==> src/rtl/riscv_pkg.sv <==
// rtl/riscv_pkg.sv - shared writeback result type for the wb_arbiter slice
// AL_SIZE sets the active-list depth; defaults to 32 entries when not supplied.
`ifndef AL_SIZE
`define AL_SIZE 32
`endif

package riscv_pkg;

   localparam int AL_IDX_W = $clog2(`AL_SIZE);

   typedef struct packed {
      logic [AL_IDX_W-1:0] al_idx;
      logic [31:0]         data;
      logic [5:0]          rd;
      logic                uses_rd;
   } wb_req_t;

endpackage

==> src/rtl/wb_arb_pick.sv <==
// rtl/wb_arb_pick.sv - picks the first NUM_WB set bits of mask scanning upward from start
// (wrapping); grant[p] is one-hot for port p, last is the final index granted.
module wb_arb_pick #(
   parameter int NUM_REQ = 4,
   parameter int NUM_WB  = 2,
   parameter int IDX_W   = (NUM_REQ > 1) ? $clog2(NUM_REQ) : 1
) (
   input  logic [NUM_REQ-1:0]             mask,
   input  logic [IDX_W-1:0]               start,
   output logic [NUM_WB-1:0][NUM_REQ-1:0] grant,
   output logic [IDX_W-1:0]               last
);

   always_comb begin
      int cnt;
      int idx;
      grant = '0;
      last  = start;
      cnt   = 0;
      idx   = 0;
      for (int k = 0; k < NUM_REQ; k++) begin
         idx = (int'(start) + k) % NUM_REQ;
         if (mask[idx] && cnt < NUM_WB) begin
            grant[cnt][idx] = 1'b1;
            last            = IDX_W'(idx);
            cnt             = cnt + 1;
         end
      end
   end

endmodule

==> src/rtl/wb_arbiter.sv <==
// rtl/wb_arbiter.sv - writeback arbiter: one holding buffer per requester feeding NUM_WB registered ports.
// WB_ARB_ROUND_ROBIN_EN selects rotating priority; otherwise lowest index wins.
module wb_arbiter
   import riscv_pkg::*;
#(
   parameter int NUM_REQ = 4,
   parameter int NUM_WB  = 2
) (
   input  logic                                clk,
   input  logic                                rst,
   input  logic                                flush,
   input  logic [NUM_REQ-1:0]                  req_valid,
   output logic [NUM_REQ-1:0]                  req_ready,
   input  logic [NUM_REQ-1:0][AL_IDX_W-1:0]    req_al_idx,
   input  logic [NUM_REQ-1:0][31:0]            req_data,
   input  logic [NUM_REQ-1:0][5:0]             req_rd,
   input  logic [NUM_REQ-1:0]                  req_uses_rd,
   output logic [NUM_WB-1:0]                   wb_valid,
   output logic [NUM_WB-1:0][AL_IDX_W-1:0]     wb_al_idx,
   output logic [NUM_WB-1:0][31:0]             wb_data,
   output logic [NUM_WB-1:0][5:0]              wb_rd,
   output logic [NUM_WB-1:0]                   wb_uses_rd
);

   localparam int IDX_W = (NUM_REQ > 1) ? $clog2(NUM_REQ) : 1;

   wb_req_t [NUM_REQ-1:0]          in_req;
   wb_req_t [NUM_REQ-1:0]          cand;
   wb_req_t [NUM_REQ-1:0]          buf_q;
   logic    [NUM_REQ-1:0]          buf_valid;
   logic    [NUM_REQ-1:0]          cand_valid;
   logic    [NUM_REQ-1:0]          mask;
   logic    [NUM_REQ-1:0]          granted;
   logic    [NUM_WB-1:0][NUM_REQ-1:0] grant;
   wb_req_t [NUM_WB-1:0]           port_next;
   wb_req_t [NUM_WB-1:0]           wb_q;
   logic    [IDX_W-1:0]            start;
   logic    [IDX_W-1:0]            last;

   assign req_ready  = ~buf_valid;
   assign cand_valid = buf_valid | req_valid;
   assign mask       = flush ? '0 : cand_valid;

   always_comb begin
      for (int i = 0; i < NUM_REQ; i++) begin
         in_req[i].al_idx  = req_al_idx[i];
         in_req[i].data    = req_data[i];
         in_req[i].rd      = req_rd[i];
         in_req[i].uses_rd = req_uses_rd[i];
         cand[i]           = buf_valid[i] ? buf_q[i] : in_req[i];
      end
   end

   always_comb begin
      granted = '0;
      for (int p = 0; p < NUM_WB; p++) begin
         granted      = granted | grant[p];
         port_next[p] = '0;
         for (int i = 0; i < NUM_REQ; i++) begin
            if (grant[p][i]) port_next[p] = cand[i];
         end
      end
   end

   wb_arb_pick #(
      .NUM_REQ (NUM_REQ),
      .NUM_WB  (NUM_WB),
      .IDX_W   (IDX_W)
   ) u_pick (
      .mask  (mask),
      .start (start),
      .grant (grant),
      .last  (last)
   );

`ifdef WB_ARB_ROUND_ROBIN_EN
   logic [IDX_W-1:0] rr_ptr;

   assign start = rr_ptr;

   // Any set mask bit implies at least one grant; flush forces mask to zero.
   always_ff @(posedge clk or posedge rst) begin
      if (rst) begin
         rr_ptr <= '0;
      end else if (|mask) begin
         rr_ptr <= IDX_W'((int'(last) + 1) % NUM_REQ);
      end
   end
`else
   logic unused_last;

   assign start       = '0;
   assign unused_last = ^last;
`endif

   always_ff @(posedge clk or posedge rst) begin
      if (rst) begin
         buf_valid <= '0;
         buf_q     <= '0;
         wb_valid  <= '0;
         wb_q      <= '0;
      end else begin
         for (int i = 0; i < NUM_REQ; i++) begin
            buf_valid[i] <= !flush && cand_valid[i] && !granted[i];
            // Load only into an empty buffer so a held result is never overwritten.
            if (!buf_valid[i] && req_valid[i]) buf_q[i] <= in_req[i];
         end
         for (int p = 0; p < NUM_WB; p++) begin
            wb_valid[p] <= |grant[p];
            if (|grant[p]) wb_q[p] <= port_next[p];
         end
      end
   end

   always_comb begin
      for (int p = 0; p < NUM_WB; p++) begin
         wb_al_idx[p]  = wb_q[p].al_idx;
         wb_data[p]    = wb_q[p].data;
         wb_rd[p]      = wb_q[p].rd;
         wb_uses_rd[p] = wb_q[p].uses_rd;
      end
   end

endmodule

==> config.mk <==
export PLATFORM = sky130hd
export DESIGN_NAME = wb_arbiter
export DESIGN_NICKNAME = d
export VERILOG_FILES = /design/src/rtl/riscv_pkg.sv /design/src/rtl/wb_arb_pick.sv /design/src/rtl/wb_arbiter.sv
export SDC_FILE = /design/constraint.sdc
export NUM_CORES = 1
export LEC_CHECK = 0
export CELL_PAD_IN_SITES_DETAIL_PLACEMENT = 1
export CELL_PAD_IN_SITES_GLOBAL_PLACEMENT = 2
export CORE_AREA = 2 2 206 208
export CTS_CLUSTER_SIZE = 20
export DETAILED_ROUTE_END_ITERATION = 7
export DIE_AREA = 0 0 208 210
export GPL_TIMING_DRIVEN = 0
export MAX_ROUTING_LAYER = met4
export PLACE_DENSITY = 0.82
export SYNTH_ARGS = -nofsm -noshare
export SYNTH_HDL_FRONTEND = slang
export SYNTH_SLANG_ARGS = --single-unit
==> constraint.sdc <==
create_clock -name clk -period 7.6 [get_ports clk]
set_input_delay 1.9 -clock clk [delete_from_list [all_inputs] [get_ports clk]]
set_output_delay 1.9 -clock clk [all_outputs]
set_load 0.1 [all_outputs]
==> results of run 1 <==
## kinds of logic (layout without fill, tap and decap cells)
group           Yosys count  in the layout  synth area share [%]
compound gates          260            260                  16.7
buf+inv                 101            434                  5.22
other cells               1              7                0.0304
simple gates            159            159                  6.90
mux                     264            264                  25.0
flops                   225            225                  45.6
fa+ha+maj                 5              5                 0.567
## power by group
group | switching [µW] | total [µW] | internal, µW
Clock | 531 | 1360 | 824
Sequential | 133 | 1540 | 1410
Combinational | 1290 | 1920 | 623
## metal layers
| metal | vias up | track usage [%] | share of wire [%] |
|---|---|---|---|
| met3 | 64 | 4.53 | 6.8 |
| met2 | 359 | 34.7 | 48 |
| met5 | - | - | 0 |
| met4 | 0 | 4.60 | 2.0 |
| li1 | 4406 | - | - |
| met1 | 5066 | 27.8 | 43 |
## worst max-delay path: stages
cell and delay [ns]:
clkdlybuf4s50_1 0.66, nand2b_1 0.31, inv_1 0.08, ha_1 0.19, buf_2 0.23, nor2_2 0.18
nand2_1 0.09, fa_1 0.39, clkbuf_1 0.28, nand3_2 0.19, clkbuf_1 0.57, nor2_1 0.13
a21oi_1 0.16
## final timing paths
kind	slack (ns)	to	start	depth (start not counted)
max	2.70	wb_data[23]	flush	13
min	0.50	buf_q[60]	buf_q[60]	1
max reg2reg	4.06	wb_data[23]	buf_valid[1]	15
min reg2reg	0.50	buf_q[60]	buf_q[60]	1
max in group asynchronous	4.58	wb_data[43]	rst	5
min in group asynchronous	1.82	buf_q[136]	rst	2
## per-stage QoR
stage | hold slack (ns) | instance area (µm²)
after global placement | 0.482 | 15800
final | 0.502 | 16900
after global routing | 0.513 | 16900
after floorplan | 0.474 | 12400
after detailed placement | 0.491 | 15900
after CTS | 0.504 | 16800
## area by class of cell
class	count	area share [%]
Buffer	93	3.64
Clock inverter	8	0.386
Clock buffer	44	5.23
Tap cell	539	4.00
Antenna cell	6	0.0890
Sequential cell	225	33.4
Timing Repair Buffer	281	17.0
Inverter	8	0.200
Multi-Input combinational cell	689	36.0
## cells in the mapped netlist (all sizes together), types with 3 or more instances
master,number,area [µm²]
a21oi,82,489
buf,69,524
nand2b,50,313
a22oi,88,861
o21ai,38,190
clkbuf,24,90.1
nor2,41,156
mux2,258,3030
nand3,54,275
dfrtp,225,5630
a221o,44,440
and3,4,30.0
nor2b,3,18.8
mux2i,6,60.1
inv,8,30.0
ha,4,50.1
o211ai,5,37.5
## state kept, by name (all words and copies together), names as in the netlist
register,count
wb_rd,12
buf_valid,3
wb_data,64
buf_q,132
wb_al_idx,10
wb_valid,2
wb_uses_rd,2
==> results.yml, run 1 <==
outcome:
  status: "completed"
finish:
  multiInputGateArea_um2: 6080
  fillers: 4475
  area_growth_pct: 36.5
  fin_util_pct: 40.7
  register_area_um2: 5630
  drive_gt1_share_pct: 33.4
  final_common_cell: "clkdlybuf4s50_1"
  fin_cells: 1893
  final_cell_mix: "clkdlybuf4s50_1 (275), mux2_2 (225), dfrtp_1 (225)"
  final_net_count: 1514
synthesis:
  synthDistinctLibCells: 39
  ys_ff_latch: 225
  netlist_area_um2: 12400
  yosysSeqAreaShare_pct: 45.6
  syn_avg_cell_area_um2: 12.2
  yosys_warnings: 0
  synthesis.nets: 1203
  synthCells: 1015
  synth_edf_count: 0
  synthFlopType: "dfrtp_1"
  async_flop_share_pct: 100
place:
  routabilityCongestion: 0.802
  portBuffers: 275
  placed_cells: 1835
  post-dp-hpwl_mm: 33.9
  dp_slack_ns: 2.15
floorplanning:
  io_pins: 277
  start_util_pct: 29.8
  die_h_um: 210
  rows: 75
  core_area_um2: 41500
  die_area_um2: 43700
  die_x_um: 208
routing:
  wl_per_cell_um: 24.5
  drt_pass1_iterations: 5
  drc_errors: 0
  vias: 9895
  drtIter0Drc: 497
  ant_nets: 0
  via_per_inst: 5.23
  wl_mm: 46.4
worst_setup_path:
  cp-start-kind: "input pin"
  crit_arrival_ns: 5.36
  end_kind: "flip-flop"
  worstPathMaxFanout: 10
  crit_type: "input pin to flip-flop"
  critPathRequiredTime_ns: 8.07
pwr:
  p_per_area_nw_per_um2: 285
  ir_drop_v: 0.000232
  leakage_uw: 0.00670
  power_uw: 4810
sta:
  tns_ns: 0
  final.period_utilization_pct: 64.4
  fmax_ghz: 0.204
  setup_viol: 0
  min_period_ns: 4.90
  tightest_slew_ns: 1.06
  slew_headroom_pct: 28.8
  hold_viol_final: 0
  finClkSkew_ns: 0.00962
  slew_violations: 0
  grt_setup_unrepaired: "false"
  setup_ws_ns: 2.70
grt:
  grt_pass1_wl_mm: 69.2
  grt_pass1_vias: 10854
  track_usage_pct: 21.5
  antenna_found_initial: 6
  grt_overflow_total: 0
  grt_max_degree: 39
clock_tree:
  insertion_delay_ns: 0.55
  htreeDepth: 1
  post-cts-setup-buffers: 0
  cts_tree: "done"
  clock_sinks: 225
  postCtsHoldBufs: 0
  cts-buffers-inserted: 28
  cts_resized: 0
  root_buffer: "clkbuf_16"
  clk_pin_slew_ns: 0.06
  cts_buffer_depth: 3
run:
  cap_violations: 0
min_path:
  hold_class: "flip-flop to flip-flop"
(Power assumes the default switching activity.)
==> inputs of run 2 (changes only) <==
- clock period: 7.6 -> 4.12 ns (I/O delays scaled with it)
==> run 2 against run 1 <==
Design area hardly changed. Hold slack hardly changed. Total power grew 85%. Count of clock-buffer cells in the layout did not move. First-iteration DRC count shrank 3.2%. Non-clock buffer count shrank 1. Flip-flop and latch count did not move. Highest routed layer unchanged. Cell count about the same. Via count down 0.35%. Register-to-register slack got worse by 3.3 ns. Critical path depth up 1.
==> results.yml, run 2 (synthesis results as in run 1) <==
grt:
  grt_overflow_total: 0
  grt_pass1_vias: 10854
  grt_pass1_wl_mm: 69.2
  grt_max_degree: 39
  track_usage_pct: 21.5
  antenna_found_initial: 6
floorplanning:
  io_pins: 277
  die_x_um: 208
  rows: 75
  die_h_um: 210
  die_area_um2: 43700
  core_area_um2: 41500
  start_util_pct: 29.8
place:
  portBuffers: 275
  placed_area_um2: 15900
  routabilityCongestion: 0.802
  post-dp-hpwl_mm: 33.9
pwr:
  p_comb_share_pct: 39.8
  seq_power_share_pct: 32.0
  p_sw_uw: 3620
  cellInternalPower_uw: 5270
  p_clk_share_pct: 28.2
  ir_drop_v: 0.000429
  leakage_uw: 0.00670
  p_sw_share_pct: 40.7
  p_per_area_nw_per_um2: 527
sta:
  tightest_slew_ns: 1.07
  min_period_ns: 3.81
  slew_violations: 0
  finalHoldWorstSlack_ns: 0.502
  hold_viol_final: 0
  finClkSkew_ns: 0.0146
  final.period_utilization_pct: 92.5
  tns_ns: 0
  fmax_ghz: 0.262
  slew_headroom_pct: 28.5
  setup_viol: 0
  grt_setup_unrepaired: "false"
clock_tree:
  postCtsHoldBufs: 0
  post-cts-setup-buffers: 0
  cts-buffers-inserted: 28
  root_buffer: "clkbuf_16"
  htreeDepth: 1
  cts_buffer_depth: 3
  clk_pin_slew_ns: 0.06
  insertion_delay_ns: 0.56
  clock_sinks: 225
  cts_tree: "done"
finish:
  final_cell_mix: "clkdlybuf4s50_1 (275), mux2_2 (225), dfrtp_1 (225)"
  final_net_count: 1513
  fin_util_pct: 40.7
  largest_reg_flops: 132
  final_common_cell: "clkdlybuf4s50_1"
  fin_area_um2: 16900
  area_growth_pct: 36.5
  drive_gt1_share_pct: 33.5
  regMostFlops: "buf_q"
worst_setup_path:
  path_cells: "clkdlybuf4s50_1 > nand2b_1 > inv_1 > ha_1 > buf_2 > nor2_2 > nand2_1 > fa_1 > clkbuf_1 > and3_4 > buf_6 > buf_6 > a22oi_2 > o21ai_1"
  critPathSlowestCell: "clkdlybuf4s50_1"
  worstPathMaxFanout: 10
  r2r-end: "wb_data[4]"
  end_kind: "flip-flop"
  max_stage_delay_ns: 0.66
  cp-start-kind: "input pin"
  crit_type: "input pin to flip-flop"
  r2r_cells: 16
  r2r_start: "buf_valid[1]"
  cp_common_cell: "buf_6"
  crit_arrival_ns: 4.21
  critPathRequiredTime_ns: 4.52
  rrSetupSlack_ns: 0.72
routing:
  via_per_inst: 5.21
  wl_per_cell_um: 24.5
  vias: 9860
  ant_nets: 0
  drtIter0Drc: 481
  drc_errors: 0
  wl_mm: 46.4
  drt_pass1_iterations: 5
outcome:
  status: "completed"
min_path:
  hp-start: "buf_q[60]"
  hold_class: "flip-flop to flip-flop"
  whs_path_depth: 1
  holdPathEnd: "buf_q[60]"
run:
  cap_violations: 0
==> run 2: cell count changes in the layout (fill, tap and decap cells not counted), sizes merged <==
cell | previous run | this run
buf | 75 | 74
==> run 2: cell type report <==
class                           instances  area [µm²]
Multi-Input combinational cell        689        6080
Clock buffer                           44         882
Timing Repair Buffer                  281        2870
Sequential cell                       225        5630
Inverter                                8        33.8
Tap cell                              539         674
Clock inverter                          8        65.1
Antenna cell                            6        15.0
Fill cell                            4475       24600
Buffer                                 92         612
==> run 2: how the worst max path moves through the flow <==
stage | startpoint | end | slack (ns) | cells past startpoint
5_1_grt | flush | wb_al_idx[9] | 0.04 | 12
3_3_place_gp | rst | buf_q[114] | -1.92 | 2
2_1_floorplan | rst | buf_q[100] | 0.15 | 1
3_5_place_dp | flush | wb_data[23] | -0.46 | 13
4_1_cts | flush | wb_data[23] | 0.11 | 13
6_report | flush | wb_data[33] | 0.31 | 14
==> run 2: timing repair <==
action,4_1_cts,5_1_grt
resized for setup,0,4
hold endpoints to repair,0,0
endpoints found under the setup margin,0,29
==> run 2: metal layers <==
metal	vias up	GRT usage, %	share of wire (%)
met3	63	4.53	6.5
met4	0	4.60	1.9
met5	-	-	0
met1	5059	27.8	44
met2	337	34.7	48
li1	4401	-	-
==> run 2: stage by stage <==
stage | worst slack (ns) | power (µW) | std cells
3_5_place_dp | -0.459 | 6420 | 1835
6_report | 0.310 | 8880 | 1892
4_1_cts | 0.113 | 8970 | 1887
3_3_place_gp | -1.92 | 6350 | 1829
2_1_floorplan | 0.152 | 5360 | 1015
5_1_grt | 0.0359 | 9230 | 1892
==> run 2: critical path: cells and delay by family <==
kind	cells	cell delay, ns
adders and majority gates	2	0.58
AOI/OAI and AO/OA	2	0.21
and+or+nand+nor	4	0.82
buffers and inverters	6	1.55
==> run 2: power by group through the flow <==
stage	combinational [µW]	sequential [µW]	clock, µW
after CTS	3560	2840	2570
after global placement	3490	2860	0
after global routing	3690	2890	2660
after detailed placement	3550	2870	0
after floorplan	1080	4270	0
final	3540	2840	2500
==> inputs of run 3 (changes only) <==
- SKIP_CTS_REPAIR_TIMING: unset -> 1
==> results of run 3 <==
Same layout as run 2: the final DEF is identical, and so are final timing and power.
==> variant 1, RTL diff (flow settings as in run 2) <==
Build with the macro `WB_ARB_ROUND_ROBIN_EN` defined.
--- a/src/rtl/wb_arbiter.sv
+++ b/src/rtl/wb_arbiter.sv
@@ -1,4 +1,6 @@
 // rtl/wb_arbiter.sv - writeback arbiter: one holding buffer per requester feeding NUM_WB registered ports.
 // WB_ARB_ROUND_ROBIN_EN selects rotating priority; otherwise lowest index wins.
+`define WB_ARB_ROUND_ROBIN_EN
+
 module wb_arbiter
    import riscv_pkg::*;
Function: changed (a bounded check fails within 4 cycles, from zero or initial values and one cycle with rst high).
==> variant 1 against run 2 <==
Worst setup slack worse by 0.29 ns; utilization increased by 10 points; highest routed layer unchanged; routed wire length increased by 26%; synthesized cell count rose by 24%; sequential cell count rose by 47; design area grew 25%; largest cell class unchanged; critical path type unchanged; area after synthesis increased by 19%.
Power is left out: the tool's default activity adds up to more than one toggle a clock period on the data nets, which glitch-free logic cannot reach.
==> variant 1: results (changes against run 2) <==
| Metric | Value |
|---|---|
| GRT Total Usage | `26.6% (was 21.5%)` |
| Cells after DPL | `2085 (was 1835)` |
| Synthesized net count | `1452 (was 1203)` |
| DRT iter0 DRCs | `611 (was 481)` |
| Dpl cell area | `0.0184 mm² (was 0.0159 mm²)` |
| Nonclk buf count | `421 (was 373)` |
| Hold Path Origin | `buf_q[140] (was buf_q[60])` |
| Mux cell area share after synthesis | `27.7% (was 25.0%)` |
| Clk sink count | `272 (was 225)` |
| CP arrival | `4.48 ns (was 4.21 ns)` |
| Slowest cell on crit path | `mux4_2 (was clkdlybuf4s50_1)` |
| #MultiIn Comb | `869 (was 689)` |
| NumNets Final | `1803 (was 1513)` |
| Outcome | `completed (unchanged)` |
| Clock network area share | `5.34% (was 5.62%)` |
| First-pass GRT wire length | `86000 µm (was 69200 µm)` |
| Layout non-clock buf frac | `18.4% (was 20.7%)` |
| Skew final | `0.0180 ns (was 0.0146 ns)` |
| DR vias | `12.7k (was 9860)` |
| R2R depth | `18 (was 16)` |
| Number of global-route vias before repair | `13.7k (was 10.9k)` |
| H-tree depth | `2 (was 1)` |
| Inverters | `13 (was 8)` |
| Post-synthesis sequential area ratio | `46.2% (was 45.6%)` |
| Initial antenna violation count | `8 (was 6)` |
| Reg2reg start | `rr_ptr[0] (was buf_valid[1])` |
| PostCTS Resize Cnt | `118 (was 0)` |
| Most area-consuming cells after synthesis | `dfrtp_1 46%, mux2_2 27%, a221oi_1 5.5% (was dfrtp_1 46%, mux2_2 21%, a22oi_2 4.1%)` |
| Largest net degree at the start of global routing | `42 (was 39)` |
| Share of cells above drive strength 1 | `39.3% (was 33.5%)` |
| Dpl hpwl | `40700 µm (was 33900 µm)` |
| Fill cell count | `4303 (was 4475)` |
| Avg Cell Area, Syn | `11.7 µm² (was 12.2 µm²)` |
| # diodes | `8 (was 6)` |
variant 1: changes by cell type after synthesis, moves of 38 or more:
cell	before	now
mux2_2	225	354
a22oi_2	40	0
o21ai_0	0	49
nand2b_1	50	0
dfrtp_1	225	272
a221o_1	44	3
a221oi_1	0	92
o211ai_1	5	44
nand2_1	1	98
a21oi_1	61	1
o31ai_1	0	44
o21ai_1	38	0
nand3_1	53	4
clkbuf_1	24	75
variant 1: per-layer routing:
layer	GRT usage [%]	share of wire [%]
met1	34.5	43
met5	-	0
met2	42.5	49
met4	8.76	3.2
met3	4.28	5.0
variant 1: kinds of logic (layout without fill, tap and decap cells):
family                   Yosys count  count (layout)
buffers and inverters            119             494
multiplexers                     360             360
AO/OA/AOI/OAI                    296             296
other                              0               8
adder cells (fa/ha/maj)            9               9
flip-flops                       272             272
XOR/XNOR                           4               4
AND/OR/NAND/NOR                  200             200
==> variant 2, RTL diff (config.mk and constraints of run 2) <==
Made on the original files. The macro `AL_SIZE` goes from 32 to 64. Comments in the files are not updated.
--- a/src/rtl/riscv_pkg.sv
+++ b/src/rtl/riscv_pkg.sv
@@ -2,5 +2,5 @@
 // AL_SIZE sets the active-list depth; defaults to 32 entries when not supplied.
 `ifndef AL_SIZE
-`define AL_SIZE 32
+`define AL_SIZE 64
 `endif
 
Interface: changed (resized req_al_idx and wb_al_idx); port bits go from 277 to 283. The function was not compared with the original's and may differ.
==> variant 2 against run 2 <==
Area after synthesis is 3.0% lower; routed wire length grew 3.0%; sequential cell count grew 5; sequential power grew 2%; final cell count shrank 2.6%; design area down 1.8%; first-iteration DRC count down 0.42%; power is 0.25% higher; sequential share of layout area up 1.4 points; maximum frequency is 3.7% lower; worst hold slack got worse by 0.0015 ns; worst setup slack got worse by 0.15 ns; critical path type unchanged.
==> variant 2: results (changes against run 2) <==
| Metric | Value |
|---|---|
| Largest net degree at the start of global routing | `39 (unchanged)` |
| Post-synthesis adder-cell area fraction | `0.585% (was 0.567%)` |
| Top reg by flops | `buf_q (unchanged)` |
| Outcome | `completed (unchanged)` |
| Max rail drop VDD | `384 µV (was 429 µV)` |
| R2r setup slk | `0.34 ns (was 0.72 ns)` |
| First-pass GRT wire length | `71500 µm (was 69200 µm)` |
| Post-synthesis sequential area ratio | `48.0% (was 45.6%)` |
| Synth cell types | `36 (was 39)` |
| Synth top cells by count | `261 x mux2_2, 230 x dfrtp_1, 90 x a22oi_1 (was 225 x dfrtp_1, 225 x mux2_2, 61 x a21oi_1)` |
| Worst-path fanout max | `10 (unchanged)` |
| R2R depth | `11 (was 16)` |
| Dpl ws | `-0.741 ns (was -0.459 ns)` |
| CP arrival | `4.45 ns (was 4.21 ns)` |
| Skew final | `0.0109 ns (was 0.0146 ns)` |
| Hold Path Origin | `buf_q[48] (was buf_q[60])` |
| P_leak | `6.50 nW (was 6.70 nW)` |
| Max reg flops | `135 (was 132)` |
| Share of cells above drive strength 1 | `29.4% (was 33.5%)` |
| NumNets Final | `1473 (was 1513)` |
| Clk root buf | `clkbuf_16 (unchanged)` |
| Final wirelength | `47800 µm (was 46400 µm)` |
| Clock slew at reported path FFs | `0.06 ns (about the same)` |
| Tightest Pin Transition | `1.07 ns (about the same)` |
| HP Class | `reg -> reg (unchanged)` |
| Vias/cell | `5.36 (was 5.21)` |
| Most area-consuming cells after synthesis | `dfrtp_1 48%, mux2_2 25%, a22oi_1 5.6% (was dfrtp_1 46%, mux2_2 21%, a22oi_2 4.1%)` |
| R2r endpoint | `wb_data[29] (was wb_data[4])` |
| GRT Total Usage | `22.2% (was 21.5%)` |
| Port buffer count | `281 (was 275)` |
| Complex-gate fraction of the synthesized area | `18.3% (was 16.7%)` |
| Hold path endpoint | `buf_q[48] (was buf_q[60])` |
| Synthesized net count | `1154 (was 1203)` |
| Number of global-route vias before repair | `11.1k (was 10.9k)` |
| Final Critical Period | `3.96 ns (was 3.81 ns)` |
| Initial antenna violation count | `3 (was 6)` |
| Worst hold slack | `0.500 ns (was 0.502 ns)` |
| Mux cell area share after synthesis | `25.3% (was 25.0%)` |
| Fill cell count | `4455 (was 4475)` |
| Dpl hpwl | `34700 µm (was 33900 µm)` |
| DRT iter0 DRCs | `479 (was 481)` |
| Routability Congestion | `0.826 (was 0.802)` |
## variant 2: cell count changes in the layout (fill, tap and decap cells not counted), sizes merged, moves of 13 or more
cell            run 2  this run
a2111oi             0        36
a221oi              0        36
nand2b             50        18
nor2               41         5
clkbuf             68        81
a21oi              82         9
inv                 7        43
nand3              54        20
## variant 2: logic make-up after synthesis
| kind of cell | Yosys count |
|---|---|
| buffers and inverters | 135 |
| other | 1 |
| and+or+nand+nor | 58 |
| AOI/OAI and AO/OA | 263 |
| adders and majority gates | 5 |
| muxes | 270 |
| DFF | 230 |
## variant 2: power by group
part | switching [W] | internal [W]
sequential | 0.000248 | 0.00265
combinational | 0.00240 | 0.00109
clock | 0.00101 | 0.00150
## variant 2: metal layers
layer | vias to the layer above | global-route usage, % | wire [µm]
li1 | 4348 | - | -
met1 | 5120 | 28.3 | 20900
met2 | 331 | 37.1 | 23500
met3 | 83 | 2.61 | 2140
met4 | 0 | 6.65 | 1240
met5 | - | - | 0
## variant 2: area by class of cell
type / count / area (µm²) / share of cell area [%]
diodes: 3 / 7.51 / 0.0453
plain buffers: 90 / 435 / 2.63
clock buffers: 44 / 832 / 5.02
clock inverters: 6 / 86.3 / 0.521
inverters: 44 / 169 / 1.02
multi-input cells: 597 / 5640 / 34.1
flip-flops and latches: 230 / 5760 / 34.8
well taps: 539 / 674 / 4.07
repair buffers: 290 / 2960 / 17.8
## variant 2: worst max path at each step
| stage | from | to | cells past startpoint |
|---|---|---|---|
| finish | flush | wb_data[29] | 11 |
| global route | flush | wb_data[1] | 12 |
| CTS | flush | wb_data[36] | 13 |
| global placement | rst | buf_q[136] | 2 |
| detailed placement | flush | wb_data[49] | 12 |
| floorplan | rst | buf_q[100] | 1 |
## variant 2: worst max-delay path: stages
cell and delay (ns):
clkdlybuf4s50_1 0.63, nand2b_1 0.31, inv_1 0.08, ha_1 0.21, nor2_1 0.19, nand2_1 0.11, fa_1 0.51, and3_4 0.22
clkbuf_1 0.26, a2111oi_0 0.69, a221o_1 0.20
## variant 2: what timing repair did
| item | 4_1_cts | 5_1_grt |
|---|---|---|
| buffers inserted | 0 | 3 |
| endpoints found under the setup margin | 48 | 40 |
| gates resized for setup | 4 | 3 |
| hold endpoints to repair | 0 | 0 |
## variant 2: per-stage QoR
stage / std cells / utilization [%] / total power, W / cell area (µm²)
6_report: 1843 / 39.9 / 0.00890 / 16600
5_1_grt: 1843 / 39.9 / 0.00925 / 16600
4_1_cts: 1838 / 39.9 / 0.00897 / 16500
3_5_place_dp: 1788 / 37.6 / 0.00642 / 15600
3_3_place_gp: 1782 / 37.3 / 0.00634 / 15500
2_1_floorplan: 962 / - / 0.00533 / 12000
